$ cat src/rtl/rr_arb_pkg.sv
// Shared helpers for the parameterised round-robin arbiter: index width,
// quota-field extraction, pointer reset value and the implied arbiter state.
package rr_arb_pkg;

    localparam int MAX_N  = 32;
    localparam int MAX_QW = 16;
    localparam int QUOTA_BUS_W = MAX_N * MAX_QW;

    typedef enum logic {
        ST_IDLE  = 1'b0,
        ST_OWNED = 1'b1
    } arb_state_e;

    function automatic int idx_width(input int n);
        return (n <= 2) ? 1 : $clog2(n);
    endfunction

    // The pointer resets to the last index so requester 0 is scanned first.
    function automatic int ptr_reset_val(input int n);
        return n - 1;
    endfunction

    function automatic int unsigned quota_field(input logic [QUOTA_BUS_W-1:0] q_all,
                                                input int idx,
                                                input int qw);
        int unsigned f;
        f = 0;
        for (int b = 0; b < MAX_QW; b++) begin
            if (b < qw) begin
                f[b] = q_all[idx * qw + b];
            end
        end
        return f;
    endfunction

endpackage

$ cat src/rtl/rr_pick.sv
// Round-robin pick: first set bit of mask strictly after ptr, wrapping at N-1.
module rr_pick
    import rr_arb_pkg::*;
#(
    parameter int N    = 4,
    parameter int IDXW = idx_width(N)
) (
    input  logic [N-1:0]    mask,
    input  logic [IDXW-1:0] ptr,
    output logic            found,
    output logic [IDXW-1:0] winner
);

    logic [N-1:0] rot;

    always_comb begin
        // NOTE: every output gets a default before any branch, so no latch is inferred.
        found  = 1'b0;
        winner = '0;
        rot    = N'({mask, mask} >> (int'(ptr) + 1));
        // Descending scan so the lowest rotated position wins.
        for (int j = N - 1; j >= 0; j--) begin
            if (rot[j]) begin
                found  = 1'b1;
                winner = IDXW'((int'(ptr) + 1 + j) % N);
            end
        end
    end

endmodule

$ cat src/rtl/rr_arbiter_param.sv
// N-way round-robin arbiter with per-requester burst quotas and a registered
// one-hot grant; the owner is released as soon as its request drops.
module rr_arbiter_param
    import rr_arb_pkg::*;
#(
    parameter  int N    = 4,
    parameter  int QW   = 4,
    localparam int IDXW = idx_width(N)
) (
    input  logic            clk,
    input  logic            rst,
    input  logic [N-1:0]    req,
    input  logic [N*QW-1:0] quota,
    output logic [N-1:0]    grant,
    output logic            grant_valid,
    output logic [IDXW-1:0] grant_idx
);

    localparam logic [IDXW-1:0] PTR_RST = IDXW'(ptr_reset_val(N));

    arb_state_e            state;
    logic [IDXW-1:0]       ptr;
    logic [QW-1:0]         burst_cnt;
    logic [N-1:0]          grant_d;
    logic [IDXW-1:0]       idx_d;
    logic [IDXW-1:0]       ptr_d;
    logic [QW-1:0]         cnt_d;
    logic [QUOTA_BUS_W-1:0] quota_ext;
    logic [QW-1:0]         owner_quota;
    logic [QW-1:0]         eff_quota;
    logic                  owner_req;
    logic                  quota_spent;
    logic [N-1:0]          pick_mask;
    logic                  pick_found;
    logic [IDXW-1:0]       pick_idx;

    assign quota_ext   = QUOTA_BUS_W'(quota);
    assign owner_quota = QW'(quota_field(quota_ext, int'(grant_idx), QW));
    assign eff_quota   = (owner_quota == '0) ? QW'(1) : owner_quota;
    assign owner_req   = |(req & grant);
    assign quota_spent = burst_cnt >= eff_quota;
    // An exhausted owner is masked out so the scan hands over to someone else.
    assign pick_mask   = (owner_req && quota_spent) ? (req & ~grant) : req;

    rr_pick #(.N(N), .IDXW(IDXW)) u_pick (
        .mask   (pick_mask),
        .ptr    (ptr),
        .found  (pick_found),
        .winner (pick_idx)
    );

    always_ff @(posedge clk or negedge rst) begin
        if (!rst) begin
            grant     <= '0;
            grant_idx <= '0;
            ptr       <= PTR_RST;
            burst_cnt <= '0;
        end else begin
            // NOTE: non-blocking updates keep all registers sampling the same pre-edge values.
            grant     <= grant_d;
            grant_idx <= idx_d;
            ptr       <= ptr_d;
            burst_cnt <= cnt_d;
        end
    end

    always_comb begin
        grant_d = grant;
        idx_d   = grant_idx;
        ptr_d   = ptr;
        cnt_d   = burst_cnt;
        if (state == ST_OWNED && owner_req && !quota_spent) begin
            cnt_d = burst_cnt + QW'(1);
        end else if (state == ST_OWNED && owner_req && !pick_found) begin
            cnt_d = eff_quota;
        end else if (pick_found) begin
            grant_d           = '0;
            grant_d[pick_idx] = 1'b1;
            idx_d             = pick_idx;
            ptr_d             = pick_idx;
            cnt_d             = QW'(1);
        end else begin
            grant_d = '0;
            idx_d   = '0;
            cnt_d   = '0;
        end
    end

    always_comb begin
        grant_valid = |grant;
        state       = grant_valid ? ST_OWNED : ST_IDLE;
    end

    assert property (@(posedge clk) disable iff (!rst) $onehot0(grant));
    assert property (@(posedge clk) disable iff (!rst) grant_valid == (|grant));
    assert property (@(posedge clk) disable iff (!rst) grant_valid |-> grant[grant_idx]);

endmodule

$ cat config.mk
export PLATFORM = sky130hd
export DESIGN_NAME = rr_arbiter_param
export DESIGN_NICKNAME = d
export VERILOG_FILES = /design/src/rtl/rr_arb_pkg.sv /design/src/rtl/rr_pick.sv /design/src/rtl/rr_arbiter_param.sv
export SDC_FILE = /design/constraint.sdc
export NUM_CORES = 1
export LEC_CHECK = 0
export CAP_MARGIN = 20
export CORE_MARGIN = 2
export CORE_UTILIZATION = 49
export DETAILED_ROUTE_END_ITERATION = 10
export PLACE_DENSITY = 0.9
export RECOVER_POWER = 50
export SKIP_LAST_GASP = 1
export SYNTH_ARGS = -nofsm -noshare
export SYNTH_HDL_FRONTEND = slang
export SYNTH_HIERARCHICAL = 1
export SYNTH_SLANG_ARGS = --single-unit
$ cat constraint.sdc
create_clock -name clk -period 8.4 [get_ports clk]
set_input_delay 1.68 -clock clk [delete_from_list [all_inputs] [get_ports clk]]
set_output_delay 1.68 -clock clk [all_outputs]
set_load 0.01 [all_outputs]
==> out/results.ini, run 1 <==
[status]
status=complete, no violations

[logic_synthesis]
postSynthCellCount=84
syn_area_um2=905.9
syn_nets=111
avgSynthCellArea_um2=10.78
ys_seq_area_share_pct=33.43
synth.distinct_cells=32
synth_seq_cells=12
ys.warnings.count=6

[layout]
final_cell_mix=clkdlybuf4s50_1, dfrtp_1, inv_1
fin_nets=141
final_common_cell=clkdlybuf4s50_1
antenna_cells=0
multiInputGateArea_um2=548.0
syn_to_final_growth_pct=34.94
drive_above_1_share_pct=14.16
regArea_um2=302.8
final_cells=138
fill_cells=138

[global_routing]
grt-ovfl-total=0
grtUsageTotal_pct=22.80
grt_start_max_net_pins=13
first_global_vias=798
antenna_found_initial=0
grt_pass1_wl_um=3525

[critical_path]
critPathLaunch=quota[9]
cp.required_ps=8570
critPathKind=in -> reg
r2r.worst_path.cells=14
cp-end-kind=flop
regToRegSetupSlack_ps=4410
startpoint_type=input port
crit_end=grant[0]
reg2reg_to=grant[0]
path_max_fanout=11
r2r_start=grant_idx[0]
crit_arrival_ps=5350

[clocking]
hold_buffers=0
clkLatencyLatePin_ps=270
clock_path_buffers=2
cts_setup_buffers=0
cts_tree=built
post_cts_resize_count=0
cts_num_sinks=12
htreeDepth=1
cts_root_buf=clkbuf_4
clk_pin_slew_ps=80
numCtsBuffers=3

[worst_hold_path]
worst_hold_path_type=reg -> reg

[pwr]
power.share.combinational_pct=62.4
p_sw_uw=173.8
netSwitchingFraction_pct=41.51
pwr-share-seq_pct=28.8
ir_drop_uv=232.4
clkPwrFrac_pct=8.8
cellLeakagePower_uw=0.0005265
power_density_nw_per_um2=342.5
internal_power_uw=244.9
p_total_uw=418.7

[sta]
tightest_slew_ps=644.6
setup_slack_ps=3211
fin_tns_setup_ps=0
setup_viol=0
period_needed_ps=5189
fin_worst_skew_ps=10.44
whs_ps=590.9
finalMaxSlewViolations=0
max_freq_mhz=192.7
hold_violations=0
rsz0062_at_grt=no
slew_headroom_pct=56.87
finalCritPeriodShare_pct=61.78

[die]
io_pins=29
die_w_um=47.00
die-area_um2=2209
num_rows=15
die_y_um=47.00
core-area_um2=1727
initial_utilization_pct=52.46

[placement]
gp_congestion=0.8997
port_buffers=28
place_ws_ps=3000
post-place-cells=134
dpl.hpwl_um=1686

[route]
drtAntennaViolNets=0
drtIter0Drc=15
wl_per_cell_um=15.15
avgViaCountPerCell=5.920
routed_wl_um=2091
first_pass_iters=5
vias=817
drc=0

[run]
drv_cap=0

==> through the flow <==
step	util (%)	instance area, um2
finish	70.80	1222
global route	70.80	1222
CTS	70.80	1222
detailed placement	69.28	1196
global placement	69.28	1196
floorplan	-	905.9
==> cells by family (layout without fill, tap and decap cells) <==
kind of cell / count (synthesis) / after routing / share of synthesized area, %
buf+inv: 12 / 41 / 6.077
mux: 7 / 7 / 14.37
xor+xnor: 2 / 2 / 1.934
simple gates: 17 / 17 / 10.64
compound gates: 29 / 29 / 26.66
flops: 12 / 12 / 33.43
fa+ha+maj: 5 / 5 / 6.906
==> Yosys cell counts <==
| library cell | n | area share, % |
|---|---|---|
| nor2_1 | 4 | 1.7 |
| or3_1 | 1 | 0.69 |
| mux4_2 | 4 | 9.9 |
| a31oi_1 | 1 | 0.69 |
| nand2_1 | 1 | 0.41 |
| a32o_1 | 4 | 4.4 |
| nand2b_1 | 3 | 2.1 |
| dfrtp_1 | 10 | 28 |
| o21a_1 | 1 | 0.83 |
| a21oi_1 | 7 | 3.9 |
| a221oi_2 | 1 | 1.7 |
| mux2i_1 | 1 | 1.1 |
| buf_2 | 2 | 1.1 |
| a2111oi_4 | 1 | 3.0 |
| nand2b_4 | 1 | 1.5 |
| o21ai_0 | 4 | 2.2 |
| nor2b_1 | 1 | 0.69 |
| inv_1 | 9 | 3.7 |
| nor3_1 | 1 | 0.55 |
| a21oi_2 | 1 | 0.97 |
| dfstp_2 | 2 | 5.8 |
| o221ai_2 | 1 | 1.7 |
| nand3_1 | 4 | 2.2 |
| xnor2_1 | 1 | 0.97 |
| a22o_1 | 3 | 2.9 |
| a21boi_0 | 4 | 3.3 |
| mux2_4 | 2 | 3.3 |
| o32a_1 | 1 | 1.1 |
| or4_1 | 1 | 0.83 |
| ha_1 | 5 | 6.9 |
| buf_6 | 1 | 1.2 |
| xor2_1 | 1 | 0.97 |
==> power by group through the flow <==
stage	Sequential [uW]	Clock, uW	Combinational, uW
after global routing	125	41.8	285
after global placement	120	0	251
after floorplan	113	0	201
after CTS	121	39.0	262
final	121	36.8	261
after detailed placement	122	0	260
==> per-layer routing <==
layer,track usage (%),vias up,wire (um)
li1,-,382,-
met1,27.78,395,842
met2,38.08,36,1105
met3,4.615,4,121
met4,11.67,0,23
met5,0,-,0
==> critical path, stage by stage <==
cell,delay [ps]
clkdlybuf4s50_1,420
mux4_2,510
nor3_1,210
nor2_1,80
inv_1,60
ha_1,220
nand2b_4,150
a2111oi_4,410
nor2_1,250
a21boi_0,420
nor2b_1,240
a21oi_1,70
o221ai_2,310
inv_1,100
a32o_1,230
==> final cells by class <==
cell class | instances | area share, %
Inverter | 9 | 2.764
Timing Repair Buffer | 28 | 22.93
Sequential cell | 12 | 24.77
Tap cell | 25 | 2.559
Multi-Input combinational cell | 60 | 44.83
Clock buffer | 4 | 2.149
==> worst min-delay path by stage <==
stage / cells after the start / end / slack (ps) / start
finish: 1 / grant[3] / 590 / grant[3]
global placement: 1 / grant[3] / 560 / grant[3]
global route: 1 / grant[3] / 620 / grant[3]
detailed placement: 1 / grant[3] / 580 / grant[3]
CTS: 1 / grant[3] / 610 / grant[3]
floorplan: 3 / burst_cnt[3] / 570 / burst_cnt[3]
==> state kept, by name, indices dropped and copies added (netlist names) <==
register	cells
grant_idx	2
grant	4
ptr	2
burst_cnt	4
No activity file was read; power rests on OpenSTA's default activity.
==> inputs of run 2 (changes only) <==
- CORE_ASPECT_RATIO: default -> 1.5
- CORE_UTILIZATION: 49 -> 45
- PLACE_DENSITY: 0.9 -> 0.84
- clock period: 8.4 -> 5.4 ns (I/O delays scaled with it)
==> out/results.ini, run 2 (synthesized netlist as in run 1, its figures left out) <==
[route]
drc=0  ; unchanged
vias=775  ; was 817
routed_wl_um=2031  ; was 2091 um
first_pass_iters=4  ; was 5
wl_per_cell_um=15.16  ; was 15.15 um
drtIter0Drc=25  ; was 15
avgViaCountPerCell=5.784  ; was 5.920
drtAntennaViolNets=0  ; unchanged

[pwr]
netSwitchingFraction_pct=40.29  ; was 41.51%
p_total_uw=657.6  ; was 418.7 uW
p_sw_uw=265.0  ; was 173.8 uW
cellLeakagePower_uw=0.0005324  ; was 0.0005265 uW
power.share.combinational_pct=61.4  ; was 62.4%
pwr-share-seq_pct=28.0  ; was 28.8%
internal_power_uw=392.6  ; was 244.9 uW
clkPwrFrac_pct=10.6  ; was 8.8%
ir_drop_uv=294.8  ; was 232.4 uV
power_density_nw_per_um2=535.8  ; was 342.5 nW/um2

[sta]
finalCritPeriodShare_pct=84.77
slew_headroom_pct=57.86  ; was 56.87%
max_freq_mhz=218.5
tightest_slew_ps=629.8  ; was 644.6 ps
period_needed_ps=4578
fin_tns_setup_ps=0  ; unchanged
hold_violations=0  ; unchanged
rsz0062_at_grt=no  ; unchanged
finalMaxSlewViolations=0  ; unchanged
fin_worst_skew_ps=2.286  ; was 10.44 ps
setup_viol=0  ; unchanged

[critical_path]
crit_path_top_delay_cell=mux4_2  ; unchanged
crit_arrival_ps=4740  ; was 5350 ps
slowest_delay_ps=510  ; about the same
cp.required_ps=5560  ; was 8570 ps
path_max_fanout=11  ; unchanged
cp-end-kind=flop  ; unchanged
worstPathCellList=clkdlybuf4s50_1 > mux4_2 > nor3_1 > nor2_1 > inv_1 > ha_1 > nand2b_4 > a2111oi_4 > nor2_1 > a21boi_0 > nor2b_1 > a21oi_1 > o221ai_2 > inv_1 > a32o_1  ; unchanged
crit_buf_inv=3  ; unchanged
critPathTopFamily=compound AO/OA/AOI/OAI gates  ; unchanged
critPathKind=in -> reg  ; unchanged
startpoint_type=input port  ; unchanged

[global_routing]
grt_pass1_wl_um=3415  ; was 3525 um
grtUsageTotal_pct=20.61  ; was 22.80%
antenna_found_initial=0  ; unchanged
grt_start_max_net_pins=13  ; unchanged
first_global_vias=826  ; was 798
grt-ovfl-total=0  ; unchanged

[placement]
dpl.hpwl_um=1660  ; was 1686 um
post-place-cells=130  ; was 134
port_buffers=28  ; unchanged
gp_congestion=0.7413  ; was 0.8997

[clocking]
hold_buffers=0  ; unchanged
htreeDepth=1  ; unchanged
numCtsBuffers=3  ; unchanged
cts_tree=built  ; unchanged
cts_root_buf=clkbuf_4  ; unchanged
post_cts_resize_count=0  ; unchanged
cts_setup_buffers=0  ; unchanged
clkLatencyLatePin_ps=270  ; about the same
clock_path_buffers=2  ; unchanged
cts_num_sinks=12  ; unchanged
clk_pin_slew_ps=70  ; was 80 ps

[layout]
fin_nets=141  ; unchanged
antenna_cells=0  ; unchanged
syn_to_final_growth_pct=35.50  ; was 34.94%
reg.largest.list=burst_cnt: 4 flops, grant: 4 flops  ; unchanged
post-route-util_pct=66.19  ; was 70.80%
drive_above_1_share_pct=15.04  ; was 14.16%
fill_cells=147  ; was 138
final_cells=134  ; was 138
final_cell_mix=clkdlybuf4s50_1, dfrtp_1, inv_1  ; unchanged
final_common_cell=clkdlybuf4s50_1  ; unchanged

[die]
die_y_um=58.95  ; was 47.00 um
num_rows=19  ; was 15
initial_utilization_pct=48.85  ; was 52.46%
core-area_um2=1854  ; was 1727 um2
io_pins=29  ; unchanged
die_w_um=40.64  ; was 47.00 um
die-area_um2=2395  ; was 2209 um2

[run]
drv_cap=0  ; unchanged

[worst_hold_path]
worst_hold_path_type=reg -> reg  ; unchanged

[status]
status=complete, no violations  ; unchanged

-- run 2: changes by cell type in the layout (fill, tap and decap cells not counted) --
cell / delta
clkbuf_1: -1
clkbuf_8: +1
-- run 2: power by group through the flow --
| stage | logic (uW) | registers [uW] | clock network (uW) |
|---|---|---|---|
| floorplan | 313 | 176 | 0 |
| global placement | 393 | 186 | 0 |
| detailed placement | 406 | 186 | 0 |
| CTS | 408 | 185 | 71.4 |
| global route | 442 | 192 | 75.1 |
| finish | 404 | 184 | 69.7 |
-- run 2: area by class of cell --
type	count	area, um2	area share (%)
flip-flops and latches	12	302.8	24.67
clock buffers	4	36.28	2.956
inverters	9	33.78	2.752
multi-input cells	60	548.0	44.65
well taps	21	26.28	2.141
repair buffers	28	280.3	22.83
-- run 2: worst reg2reg max path: cells and delay by family, from the launching register on --
kind | cells | cell delay [ps]
buffers and inverters | 2 | 180
AOI/OAI and AO/OA | 5 | 1460
adders and majority gates | 1 | 210
DFF | 1 | 510
and+or+nand+nor | 5 | 900
muxes | 1 | 590
-- run 2: worst paths after layout --
path | cells after the start | slack, ps | startpoint | to
setup / recovery | 15 | 820 | quota[13] | grant[2]
hold / removal | 1 | 580 | grant[3] | grant[3]
setup reg to reg | 14 | 1430 | grant_idx[0] | grant[2]
hold reg to reg | 1 | 580 | grant[3] | grant[3]
max in group asynchronous | 1 | 3810 | rst | ptr[0]
min in group asynchronous | 1 | 1220 | rst | grant[0]
-- run 2: stage by stage --
stage	hold WS (ps)	setup slack (ps)	area, um2
2_1_floorplan	566.9	1348	905.9
3_3_place_gp	560.1	660.6	1191
3_5_place_dp	565.5	546.8	1191
4_1_cts	586.2	833.2	1227
5_1_grt	605.6	520.8	1227
6_report	576.6	822.4	1227
-- run 2: routing by layer --
metal | vias up | share of wire [%] | wire (um) | GRT usage, %
li1 | 378 | - | - | -
met1 | 376 | 38 | 767 | 22.39
met2 | 19 | 59 | 1193 | 38.10
met3 | 2 | 3.1 | 63 | 3.396
met4 | 0 | 0.30 | 6 | 5.714
met5 | - | 0 | 0 | 0
==> inputs of run 3 (changes only) <==
- clock period: 5.4 -> 4.4 ns (I/O delays scaled with it)
==> out/results.ini, run 3 (synthesized netlist as in run 1, its figures left out) <==
[route]
vias=822  ; was 775
drtIter0Drc=11  ; was 25
drc=0  ; unchanged
first_pass_iters=4  ; unchanged
routed_wl_um=2309  ; was 2031 um
wl_per_cell_um=16.38  ; was 15.16 um
avgViaCountPerCell=5.830  ; was 5.784
drtAntennaViolNets=0  ; unchanged

[critical_path]
critPathLaunch=quota[13]  ; unchanged
worstPathCellList=clkdlybuf4s50_1 > mux4_2 > nor3_1 > nor2_1 > inv_1 > ha_1 > nand2b_4 > a2111oi_4 > nor2_1 > a21boi_0 > nor2_1 > a21oi_1 > inv_1 > a32o_1  ; was clkdlybuf4s50_1 > mux4_2 > nor3_1 > nor2_1 > inv_1 > ha_1 > nand2b_4 > a2111oi_4 > nor2_1 > a21boi_0 > nor2b_1 > a21oi_1 > o221ai_2 > inv_1 > a32o_1
cp-end-kind=flop  ; unchanged
slowest_delay_ps=510  ; about the same
crit_path_top_delay_cell=mux4_2  ; unchanged
startpoint_type=input port  ; unchanged
path_max_fanout=5  ; was 11
crit_arrival_ps=4180  ; was 4740 ps
cpMostUsedCell=nor2_1
critPathKind=in -> reg  ; unchanged
r2r_start=grant_idx[0]  ; unchanged
cp.required_ps=4580  ; was 5560 ps
r2r.worst_path.cells=13  ; was 14

[global_routing]
grt-ovfl-total=0  ; unchanged
first_global_vias=895  ; was 826
antenna_found_initial=0  ; unchanged
grt_start_max_net_pins=13  ; unchanged
grtUsageTotal_pct=24.15  ; was 20.61%
grt_pass1_wl_um=3877  ; was 3415 um

[sta]
whs_ps=598.4  ; was 576.6 ps
slew_headroom_pct=59.45  ; was 57.86%
fin_worst_skew_ps=2.907  ; was 2.286 ps
fin_tns_setup_ps=0  ; unchanged
rsz0062_at_grt=no  ; unchanged
max_freq_mhz=250.0
setup_viol=0  ; unchanged
finalMaxSlewViolations=0  ; unchanged
tightest_slew_ps=608.3  ; was 629.8 ps
finalCritPeriodShare_pct=90.89
setup_slack_ps=400.7  ; was 822.4 ps
hold_violations=0  ; unchanged
period_needed_ps=3999

[layout]
final_common_cell=clkdlybuf4s50_1  ; unchanged
final_cell_mix=clkdlybuf4s50_1, dfrtp_1, inv_1  ; unchanged
drive_above_1_share_pct=20.00  ; was 15.04%
fin_nets=148  ; was 141
final_cells=141  ; was 134
syn_to_final_growth_pct=41.30  ; was 35.50%
antenna_cells=0  ; unchanged
reg.largest.list=burst_cnt: 4 flops, grant: 4 flops  ; unchanged

[clocking]
numCtsBuffers=3  ; unchanged
cts_tree=built  ; unchanged
htreeDepth=1  ; unchanged
cts_setup_buffers=0  ; unchanged
cts_root_buf=clkbuf_4  ; unchanged
hold_buffers=0  ; unchanged
cts_num_sinks=12  ; unchanged
post_cts_resize_count=0  ; unchanged
clk_pin_slew_ps=80  ; was 70 ps
clkLatencyLatePin_ps=290  ; was 270 ps
clock_path_buffers=2  ; unchanged

[die]
num_rows=19  ; unchanged
initial_utilization_pct=48.85  ; unchanged
die-area_um2=2395  ; unchanged
io_pins=29  ; unchanged
die_y_um=58.95  ; unchanged
core-area_um2=1854  ; unchanged
die_w_um=40.64  ; unchanged

[worst_hold_path]
worst_hold_path_type=reg -> reg  ; unchanged
whs_path_depth=1  ; unchanged
hold_path.startpoint=grant[3]  ; unchanged

[pwr]
p_total_uw=864.9  ; was 657.6 uW
ir_drop_uv=396.3  ; was 294.8 uV
power_density_nw_per_um2=675.7  ; was 535.8 nW/um2
cellLeakagePower_uw=0.0005658  ; was 0.0005324 uW

[placement]
gp_congestion=0.7455  ; was 0.7413
dpl.hpwl_um=1915  ; was 1660 um
place_ws_ps=110.4  ; was 546.8 ps
port_buffers=28  ; unchanged
post-place-cells=137  ; was 130

[status]
status=complete, no violations  ; unchanged

[run]
drv_cap=0  ; unchanged

## run 3: worst paths after layout
check	endpoint	slack, ps
worst min-delay path	grant[3]	600
worst min register to register	grant[3]	600
max in group asynchronous	ptr[1]	3010
worst max register to register	grant[1]	820
min in group asynchronous	grant[1]	1020
worst max-delay path	grant[1]	400
## run 3: cell type report
| cell class | instances | area, um2 |
|---|---|---|
| Fill cell | 140 | 574.3 |
| Multi-Input combinational cell | 60 | 548.0 |
| Timing Repair Buffer | 35 | 332.8 |
| Sequential cell | 12 | 302.8 |
| Clock buffer | 4 | 36.28 |
| Inverter | 9 | 33.78 |
| Tap cell | 21 | 26.28 |
## run 3: worst max-delay path, delay by kind of cell
kind,cells,cell delay [ps]
fa+ha+maj,1,210
compound gates,4,1320
buf+inv,3,580
mux,1,510
simple gates,5,670
## run 3: per-stage QoR
stage | util (%) | area [um2]
3_3_place_gp | 67.07 | 1244
6_report | 69.03 | 1280
3_5_place_dp | 67.07 | 1244
2_1_floorplan | - | 905.9
4_1_cts | 69.03 | 1280
5_1_grt | 69.03 | 1280
## run 3: report_power, final
group | internal [uW] | leakage, uW | total (uW) | switching (uW)
clock | 50.5 | 0.0000210 | 90.3 | 39.8
sequential | 164 | 0.000149 | 228 | 64.7
combinational | 306 | 0.000396 | 546 | 240
## run 3: metal layers
layer | routed length, um | vias up | global-route usage, % | share of wire [%]
met5 | 0 | - | 0 | 0
met4 | 55 | 0 | 13.33 | 2.4
met3 | 71 | 5 | 3.774 | 3.1
met2 | 1306 | 24 | 42.86 | 57
met1 | 876 | 402 | 24.88 | 38
li1 | - | 391 | - | -
==> RTL edit 1 (flow settings as in run 1) <==
`N` is set to 4 in 2 places; all go to 3.
--- a/src/rtl/rr_pick.sv
+++ b/src/rtl/rr_pick.sv
@@ -2,7 +2,7 @@
 module rr_pick
     import rr_arb_pkg::*;
 #(
-    parameter int N    = 4,
+    parameter int N    = 3,
     parameter int IDXW = idx_width(N)
 ) (
     input  logic [N-1:0]    mask,
--- a/src/rtl/rr_arbiter_param.sv
+++ b/src/rtl/rr_arbiter_param.sv
@@ -3,7 +3,7 @@
 module rr_arbiter_param
     import rr_arb_pkg::*;
 #(
-    parameter  int N    = 4,
+    parameter  int N    = 3,
     parameter  int QW   = 4,
     localparam int IDXW = idx_width(N)
 ) (
Interface: changed (resized grant, quota and req); port bits go from 29 to 23. The function was not compared with the original's and may differ.
==> RTL edit 1 against run 1 <==
  * Non-clock buffer count shrank 6
  * Wire length grew 7.0%
  * Sequential share of layout area shrank 3.1 points
  * Via count grew 13%
  * Sequential cell count shrank 1
  * Clock power shrank 8.2%
  * Power grew 11%
  * Critical path depth is the same
  * Final area grew 4.4%
  * Cell count grew 11%
  * Worst setup slack lost 0.31 ns
  * Area after synthesis grew 13%
  * Largest cell class unchanged
  * Critical path type unchanged
  * Clock skew shrank 0.0069 ns
==> RTL edit 1: results (changes against run 1) <==
* Slowest stage delay, CP at 0.53 ns (+0.02 ns)
* Placed cell areas at 1250 um^2 (+4.5%)
* First-pass GRT wire length at 3.933 mm (+12%)
* Post-Place Setup Slack at 2.666 ns (-0.3343 ns)
* Compound-Gate Fraction of Synth Area at 0.2946 (+0.02805)
* 1st-iter DRT viols at 21 (+6)
* Met3 WL post-DR at 61 um (-50%)
* Regs by FF count: burst_cnt x4, grant x3
* Seq/Total Area, Yosys at 0.2702 (-0.06408)
* Final wirelength at 2.237 mm (+7.0%)
* Hold path endpoint: grant[1]$_DFFE_PN0P_
* Routed wl met2 at 1.197 mm (+8.3%)
* VDD IR-drop max at 0.0002862 V (+23%)
* Peak fanout along the critical path at 10 (-1)
* Post-synth top cells: dfrtp_1, ha_1, a21oi_1, o21ai_0, inv_1
* Proportion of synthesized area in mux cells at 0.07946 (-0.06418)
* Synth area leaders: dfrtp_1, ha_1, mux2i_1
* FF-to-FF Start: grant_idx[1]$_DFFE_PN0P_
* Max_slew headroom at 0.3434 (-0.2253)
* XOR/XNOR Fraction of Synth Area at 0.02567 (+0.006335)
* Clock Pin Slew Worst Setup and Hold Paths at 0.06 ns (-0.02 ns)
* Worst endpoint data arrival time at 5.65 ns (+0.30 ns)
* Gr usage total at 0.1965 (-0.03142)
* Pin count of the biggest net entering global routing at 17 (+4)
* Layout cells sized above 1 at 0.1587 (+0.01714)
* Leakage power at 0.5442 nW (+3.4%)
* Vias at 921 (+13%)
* Vias in the first global route at 904 (+13%)
* HP Start: grant[1]$_DFFE_PN0P_
* Adder-cell area share of the yosys netlist at 0.1100 (+0.04096)
* Post-Syn Nets at 129 (+16%)
* Outcome: finished clean
* Cells after DPL at 149 (+11%)
* Routed length on met1 at 970 um (+15%)
* GPL Wtd Cong at 0.8605 (-4.4%)
* Critical Path Source: quota[10]
* Clock Skew at 0.003569 ns (-0.006873 ns)
* Drt first pass iters at 4 (-1)
## RTL edit 1: routing by layer
layer / track usage / vias to the layer above
met5: 0 / -
met1: 0.2405 / 457
met2: 0.3644 / 17
met3: 0.03636 / 2
li1: - / 445
met4: 0.02315 / 0
## RTL edit 1: cell type report
class,instances,area (um^2)
Clock buffer,4,26.28
Sequential cell,11,276.5
Fill cell,168,685.7
Inverter,6,22.52
Multi-Input combinational cell,83,696.9
Tap cell,27,33.78
Timing Repair Buffer,22,220.2
## RTL edit 1: where the power goes
part	internal [mW]	switching [mW]
clock	0.0183	0.0155
combinational	0.164	0.150
sequential	0.0766	0.0396
## RTL edit 1: cells by family after synthesis
group	count (synthesis)
AOI/OAI and AO/OA	38
and+or+nand+nor	26
DFF	11
buffers and inverters	9
adders and majority gates	9
muxes	7
xor gates and xnor gates	3
==> RTL edit 2 (config.mk and constraints of run 1) <==
Made on the original files. Reset style: synchronous (`rst`), changed in one clocked block.
--- a/src/rtl/rr_arbiter_param.sv
+++ b/src/rtl/rr_arbiter_param.sv
@@ -49,7 +49,7 @@
         .winner (pick_idx)
     );
 
-    always_ff @(posedge clk or negedge rst) begin
+    always_ff @(posedge clk) begin
         if (!rst) begin
             grant     <= '0;
             grant_idx <= '0;
Check against the original RTL: differs if rst is asserted again (counterexample within 4 cycles, from zero or initial values and one cycle with rst low); with rst held inactive, the same outputs for 4 cycles.
==> RTL edit 2 against run 1 <==
  * Worst setup slack lost 0.11 ns
  * Final area up 2.1%
  * Area after synthesis grew 3.6%
  * Global-route usage is 0.95 points higher
  * Clock skew decreased by 0.0098 ns
  * Critical path depth is 2 lower
  * Wire length is 7.8% higher
  * Sequential cell count stayed put
  * Power is 37% lower
  * Worst hold slack lost 0.056 ns
  * Synthesized cell count increased by 24%
  * Non-clock buffer count unchanged
  * Critical path type unchanged
  * Largest cell class unchanged
  * Largest power group unchanged
==> RTL edit 2: results (changes against run 1) <==
* Slowest stage delay, CP at 0.53 ns (+0.02 ns)
* Cells after DPL at 153 (+14%)
* FF-to-FF Start: grant_idx[0]$_SDFFE_PN0P_
* Synth area leaders: dfxtp_1, mux4_2, o211ai_1
* Seq. pwr at 0.0865 mW (-29%)
* Setup violators final at 0 (unchanged)
* HP Start: grant[0]$_SDFFE_PN0P_
* Post-synth top cells: dfxtp_1, nand2_1, o211ai_1
* Hpwl dp at 1.836 mm (+8.9%)
* WHS at 0.5353 ns (-0.05561 ns)
* Seq/Total Area, Yosys at 0.2560 (-0.07825)
* Worst endpoint data arrival time at 5.51 ns (+0.16 ns)
* First-pass GRT wire length at 3.760 mm (+6.7%)
* Post-Syn Nets at 131 (+18%)
* Clock Skew at 0.0006566 ns (-0.009785 ns)
* Critical Path Source: quota[13]
* Hold Path Cell Cnt at 2 (+1)
* Slowest CP cell: a21boi_0
* Cts bufs inserted at 3 (unchanged)
* Worst Path Required at 8.61 ns (+0.04 ns)
* FF-to-FF setup slack at 4.34 ns (-0.07 ns)
* Hold path endpoint: grant[0]$_SDFFE_PN0P_
* Avg Inst Size Synth at 9.023 um^2 (-16%)
* Post-Place Setup Slack at 2.966 ns (-0.03391 ns)
* Setup crit end: grant[2]$_SDFFE_PN0P_
* Outcome: finished clean
* Layout cells sized above 1 at 0.09160 (-0.04999)
* Synth warn at 6 (unchanged)
* Worst r2r path cells at 12 (-2)
* Async set-reset flop share out of synthesis at 0 (-1.000)
* Vias per cell at 5.917 (about the same)
* Wire per inst at 14.45 um (-4.6%)
* Clk pwr at 0.0356 mW (-3%)
* Vias in the first global route at 930 (+17%)
* N_diodes at 0 (unchanged)
* 1st-iter DRT viols at 19 (+4)
* Pin count of the biggest net entering global routing at 16 (+3)
* Placed cell areas at 1226 um^2 (+2.5%)
* Vias at 923 (+13%)
* VDD IR-drop max at 0.0001549 V (-33%)
* Netlist cell types at 36 (+13%)
* Gr usage total at 0.2375 (+0.009512)
* Leakage power at 0.5116 nW (-2.8%)
* Main synth FF type: dfxtp_1
* Filler Cell Count at 143 (+3.6%)
* Buffers added on ports at 28 (unchanged)
* GPL Wtd Cong at 0.8892 (-1.2%)
* Psw at 0.1080 mW (-38%)
* Peak fanout along the critical path at 10 (-1)
* Share of total power in sequential cells at 0.330 (+0.042)
* Post-CTS setup repair buffer count at 0 (unchanged)
* Pin slew with the least headroom to its limit at 0.8518 ns (+0.2073 ns)
RTL edit 2: cells by family after synthesis:
group           Yosys count  synth area share
mux                       7            0.1280
compound gates           39            0.3080
fa+ha+maj                 5           0.06667
flops                    12            0.2560
buf+inv                  13           0.06133
xor+xnor                  2           0.01867
simple gates             26            0.1613
RTL edit 2: worst min-delay path: stages (launching register included):
cell,delay (ns)
dfxtp_1,0.35
nand2_1,0.07
o22ai_1,0.07
RTL edit 2: per-layer routing:
metal,part of all wire,vias up,track usage
li1,-,452,-
met1,0.42,426,0.2755
met4,0.014,0,0.1081
met5,0,-,0
met3,0.055,5,0.06415
met2,0.51,40,0.4053
RTL edit 2: final cells by class:
class                      instances  area, um^2  area share
clock buffer                       3       22.52     0.01804
inverter                           9       33.78     0.02705
multi-input combinational         79       640.6      0.5130
sequential                        12       240.2      0.1924
tap                               25       31.28     0.02505
timing repair buffer              28       280.3      0.2244
